[src/rtl/sw_test_status_mon.sv]
// sw_test_status_mon: per-core status-word FSMs with aggregated done/pass verdict, fail mask and watchdog
module sw_test_status_mon #(
  parameter int                   NumChannels   = 2,
  parameter int                   AddrWidth     = 32,
  parameter logic [AddrWidth-1:0] StatusAddr    = '0,
  parameter int                   TimeoutCycles = 0,
  parameter bit                   FailFast      = 1'b1
) (
  input  logic                             clk_i,
  input  logic                             rst_i,
  input  logic [NumChannels-1:0]           wr_valid_i,
  input  logic [NumChannels*AddrWidth-1:0] wr_addr_i,
  input  logic [NumChannels*16-1:0]        wr_data_i,
  input  logic [NumChannels-1:0]           chan_en_i,
  output logic                             done_o,
  output logic                             passed_o,
  output logic                             timeout_o,
  output logic [NumChannels-1:0]           fail_mask_o,
  output logic [NumChannels*3-1:0]         chan_state_o
);
  localparam logic [15:0] InBootRom = 16'hB090;
  localparam logic [15:0] InTest    = 16'h4354;
  localparam logic [15:0] InWfi     = 16'h1D1E;
  localparam logic [15:0] Passed    = 16'h900D;
  localparam logic [15:0] Failed    = 16'hBAAD;
  localparam int          CW        = TimeoutCycles > 0 ? $clog2(TimeoutCycles + 1) : 1;
  localparam logic [CW-1:0] TMax    = CW'(TimeoutCycles);
  localparam logic [CW-1:0] TLast   = CW'(TimeoutCycles > 0 ? TimeoutCycles - 1 : 0);
  typedef enum logic [2:0] {IDLE, BOOT, TEST, WFI, PASS, FAIL} chan_state_t;
  chan_state_t st_q [NumChannels];
  chan_state_t st_d [NumChannels];
  logic [NumChannels-1:0] fin, fl, fl_d;
  logic [CW-1:0] cnt;
  logic all_final, any_fail, agg_done, to_hit;
  always_comb begin
    for (int k = 0; k < NumChannels; k++) begin
      st_d[k] = st_q[k];
      if (wr_valid_i[k] && wr_addr_i[k*AddrWidth +: AddrWidth] == StatusAddr) begin
        if (st_q[k] == PASS)
          st_d[k] = wr_data_i[k*16 +: 16] == Failed ? FAIL : PASS;
        else if (st_q[k] != FAIL)
          st_d[k] = wr_data_i[k*16 +: 16] == InBootRom ? BOOT :
                    wr_data_i[k*16 +: 16] == InTest    ? TEST :
                    wr_data_i[k*16 +: 16] == InWfi     ? WFI  :
                    wr_data_i[k*16 +: 16] == Passed    ? PASS :
                    wr_data_i[k*16 +: 16] == Failed    ? FAIL : st_q[k];
      end
    end
  end
  always_ff @(posedge clk_i) begin
    for (int k = 0; k < NumChannels; k++)
      st_q[k] <= rst_i ? IDLE : st_d[k];
  end
  always_comb begin
    chan_state_o = '0;
    fin = '0;
    fl = '0;
    fl_d = '0;
    for (int k = 0; k < NumChannels; k++) begin
      chan_state_o[k*3 +: 3] = st_q[k];
      fin[k] = st_q[k] == PASS || st_q[k] == FAIL;
      fl[k] = st_q[k] == FAIL;
      fl_d[k] = st_d[k] == FAIL;
    end
  end
  // With no enabled channel, completion can only come from the watchdog
  assign all_final = |chan_en_i && &(fin | ~chan_en_i);
  assign any_fail  = |(fl & chan_en_i);
  assign agg_done  = FailFast ? (any_fail || all_final) : all_final;
  assign to_hit    = TimeoutCycles > 0 && cnt == TLast && !done_o;
  always_ff @(posedge clk_i) begin
    if (rst_i) begin
      done_o <= 1'b0;
      passed_o <= 1'b0;
      timeout_o <= 1'b0;
      fail_mask_o <= '0;
      cnt <= '0;
    end else if (!done_o) begin
      cnt <= cnt == TMax ? cnt : cnt + 1'b1;
      fail_mask_o <= fl_d;
      done_o <= agg_done || to_hit;
      timeout_o <= to_hit;
      passed_o <= agg_done && !any_fail && !to_hit;
    end
  end
endmodule

[config.mk]
export PLATFORM = sky130hd
export DESIGN_NAME = sw_test_status_mon
export DESIGN_NICKNAME = d
export VERILOG_FILES = /design/src/rtl/sw_test_status_mon.sv
export SDC_FILE = /design/constraint.sdc
export NUM_CORES = 1
export LEC_CHECK = 0
export CORE_MARGIN = 8
export CORE_UTILIZATION = 29
export CTS_BUF_LIST = sky130_fd_sc_hd__clkbuf_8
export DETAILED_ROUTE_END_ITERATION = 16
export HOLD_SLACK_MARGIN = 0.03
export PLACE_DENSITY_LB_ADDON = 0.25
export SYNTH_ARGS = -nofsm -noshare
export SYNTH_HDL_FRONTEND = slang
export SYNTH_SLANG_ARGS = --single-unit
[constraint.sdc]
create_clock -name clk_i -period 2.8 [get_ports clk_i]
set_input_delay 0.56 -clock clk_i [delete_from_list [all_inputs] [get_ports clk_i]]
set_output_delay 0.56 -clock clk_i [all_outputs]
set_load 0.01 [all_outputs]
==> qor.csv <==
stage,metric,value,unit
floorplanning,FP Rows,21,
setup_path,Crit. End Element,register,
route,Pre-Repair DR Iteration Count,4,
power,Clock power frac,0.357,
floorplanning,die width,75.9,um
power,PD cells,230,mW/mm2
clock_tree,clock root buffer,clkbuf_8,
yosys,syn nets,242,
yosys,top_reg_cell synth,dfxtp_1,
finish,area delta synth->final,117,%
place,# port buffers,111,
sta,Max Fclk,393,MHz
route,initial drt markers,88,
setup_path,startpoint types,input port,
setup_path,CP Capture Point,fail_mask_o[1]$_SDFFE_PP0N_,
setup_path,Worst Reg2Reg Path Length in Cells,5,
power,cell internal pwr,409,uW
sta,Final min period,2.54,ns
global_routing,initial antenna violation count,0,
yosys,Area contributors post-synth,"dfxtp_1, nor4_1, nand4_1, nor4bb_1, nor2_1",
finish,Nets,357,
global_routing,global-route wire length before repair,7.56,mm
setup_path,Crit Path Class,input port to register,
place,dpl cells,296,
global_routing,largest net degree at the start of global routing,12,
sta,Final Skew,0.00129,ns
sta,Final Max Tran Viols,0,
setup_path,Max Fanout on Critical Path,3,
power,Pwr Total,521,uW
setup_path,r2r setup slk,1.54,ns
global_routing,GRT Overall Usage,0.155,
yosys,Yosys cell types,45,
setup_path,Top delay family on crit path,simple AND/OR/NAND/NOR gates,
route,DRC Markers,0,
clock_tree,CTS Buf Count,3,
job,max cap viols,0,
clock_tree,"Reg clk slew, reported paths",0.05,ns
place,Final Wtd Congestion,0.905,
finish,Finished Layout Cells,300,
clock_tree,post-CTS resize count,0,
yosys,Synth top cells by count,"nor4_1, nor2_1, dfxtp_1, nand2_1, nand4_1",
yosys,Synth Area in Simple Gates,0.588,
yosys,#FFs+latches synth,10,
yosys,top-area cell type share of the netlist area,0.192,
setup_path,"Data arrival, critical path",2.70,ns
yosys,largest family of logic cells by synthesized area,simple AND/OR/NAND/NOR gates,
power,P_sw,112,uW
power,Sw Share,0.214,
yosys,most common cell in the netlist,nor4_1,
setup_path,Critical Path RT,2.95,ns
clock_tree,CTS max path bufs,2,
finish,Finished Core Util,0.667,
setup_path,Worst setup startpoint,wr_data_i[28],
yosys,post-synthesis mux area share,0,
clock_tree,clock sink count,10,
setup_path,Stages on worst setup path,8,
floorplanning,starting density of the core,0.307,
global_routing,GR Overflow Total,0,
route,number of routed nets with antenna violations,0,
yosys,Post-Synth XOR/XNOR Area,0,
yosys,"EDFF count, synth",0,
min_path,Hold Crit Class,register to register,
floorplanning,core region area,0.00339,mm2
power,Peak VDD IR,0.000169,V
yosys,Syn Area/Cell,7.44,um2
sta,# setup viols final,0,
finish,fill cell count,279,
sta,RSZ-0062 raised after global routing,false,
min_path,worst hold stages,2,
route,Vias,1595,
sta,worst slew pin tran,0.507,ns
yosys,Synth area leader,dfxtp_1,
setup_path,"Cell Chain, Critical Path",clkdlybuf4s50_1 > or3b_1 > or4_4 > nor2_2 > nor4bb_1 > nor3_2 > o21ai_2 > o32ai_2,
yosys,yosys synthesis warning count,0,
sta,setup TNS,0,ns
floorplanning,I/O pin count,113,
setup_path,worst-path cell with the longest stage delay,or4_4,
clock_tree,postcts setup bufs,0,
sta,Fin. Hold Viols,0,
clock_tree,H-tree levels,1,
setup_path,critical path buffer and inverter count,1,
run_status,status,"complete, no violations",
route,Via density,5.32,
floorplanning,Die Footprint,0.00576,mm2
setup_path,largest stage delay on the critical path,0.56,ns
yosys,sequential area share after synthesis,0.192,
route,mean routed wirelength per cell,16.0,um
place,HPWL Detailed,4.33,mm
power,combinational group share of total power,0.362,
power,Seq pwr share,0.281,
clock_tree,worst skew pair latency,0.24,ns
yosys,share of synthesized registers carrying an async set or reset,0,
sta,Final period util,0.908,
yosys,post-synthesis adder-cell area fraction,0,
clock_tree,"Hold-fix buffers, CTS",0,
route,Detailed Route WL,4.80,mm
finish,layout cells sized above 1,0.0512,
setup_path,reg2reg start,st_q[0][4]$_SDFF_PP0_,
power,Leakage,0.000761,uW
setup_path,r2r endpoint,passed_o$_SDFFE_PP0N_,
clock_tree,CTS tree,yes,
sta,relative slew slack,0.659,
global_routing,number of global-route vias before repair,1730,
yosys,Mapped Cells,140,
finish,ANT cells,0,
yosys,complex-gate fraction of the synthesized area,0.195,
yosys,Mapped Area,0.00104,mm2
floorplanning,Die Ht,75.9,um
sequential cells by signal (all words and copies together) (netlist names):
register / count
passed_o: 1
fail_mask_o: 2
st_q: 6
done_o: 1
worst min-delay path by stage:
stage                     slack (ns)                     to                   from
final                           0.46  passed_o$_SDFFE_PP0N_  passed_o$_SDFFE_PP0N_
after global routing            0.51  passed_o$_SDFFE_PP0N_  passed_o$_SDFFE_PP0N_
after CTS                       0.47  passed_o$_SDFFE_PP0N_  passed_o$_SDFFE_PP0N_
after floorplan                 0.49  passed_o$_SDFFE_PP0N_  passed_o$_SDFFE_PP0N_
after detailed placement        0.46  passed_o$_SDFFE_PP0N_  passed_o$_SDFFE_PP0N_
after global placement          0.46  passed_o$_SDFFE_PP0N_  passed_o$_SDFFE_PP0N_
worst min-delay path: cells and delay by family (launching register included):
kind | cells | cell delay (ns)
and+or+nand+nor | 1 | 0.06
DFF | 1 | 0.30
AOI/OAI and AO/OA | 1 | 0.05
cells in the final DEF, fill, tap and decap left out, types with 3 or more instances in the layout:
cell and instances:
clkdlybuf4s50_1 111, nor4_1 14, nor2_1 12, nand2_1 10, dfxtp_1 10, nand4_1 9
nand2b_1 7, a21oi_1 7, nor4bb_1 5, nor4b_1 5, nor3_1 4, clkbuf_8 4
nor2b_1 3, nand4b_1 3, and4_1 3, inv_1 3
kinds of logic after synthesis:
family	Yosys count
AOI/OAI and AO/OA	29
buffers and inverters	5
DFF	10
other	1
and+or+nand+nor	95
per-layer routing:
| layer | vias up | track usage | share of wire |
|---|---|---|---|
| met5 | - | 0 | 0 |
| met4 | 0 | 0.0235 | 0.0015 |
| met3 | 2 | 0.0814 | 0.12 |
| met2 | 81 | 0.296 | 0.52 |
| met1 | 715 | 0.141 | 0.36 |
| li1 | 797 | - | - |
power groups by stage:
stage	Combinational (uW)	Clock, uW	Sequential [uW]
finish	188	186	146
floorplan	27.6	0	150
CTS	189	189	146
global placement	186	0	149
detailed placement	188	0	149
global route	199	192	147
through the flow:
| stage | hold WS (ns) | setup slack, ns | area, um2 |
|---|---|---|---|
| 3_5_place_dp | 0.458 | 0.0480 | 2210 |
| 4_1_cts | 0.467 | 0.274 | 2260 |
| 3_3_place_gp | 0.458 | 0.0876 | 2210 |
| 6_report | 0.464 | 0.258 | 2260 |
| 5_1_grt | 0.505 | 0.186 | 2260 |
| 2_1_floorplan | 0.490 | 0.600 | 1040 |
layout make-up:
cell class,instances,area (um2),share of cell area
flip-flops and latches,10,200,0.0885
inverters,3,11.3,0.00498
repair buffers,112,1120,0.495
multi-input cells,125,818,0.362
clock buffers,4,55.1,0.0243
well taps,46,57.6,0.0255
(Power assumes the default switching activity.)
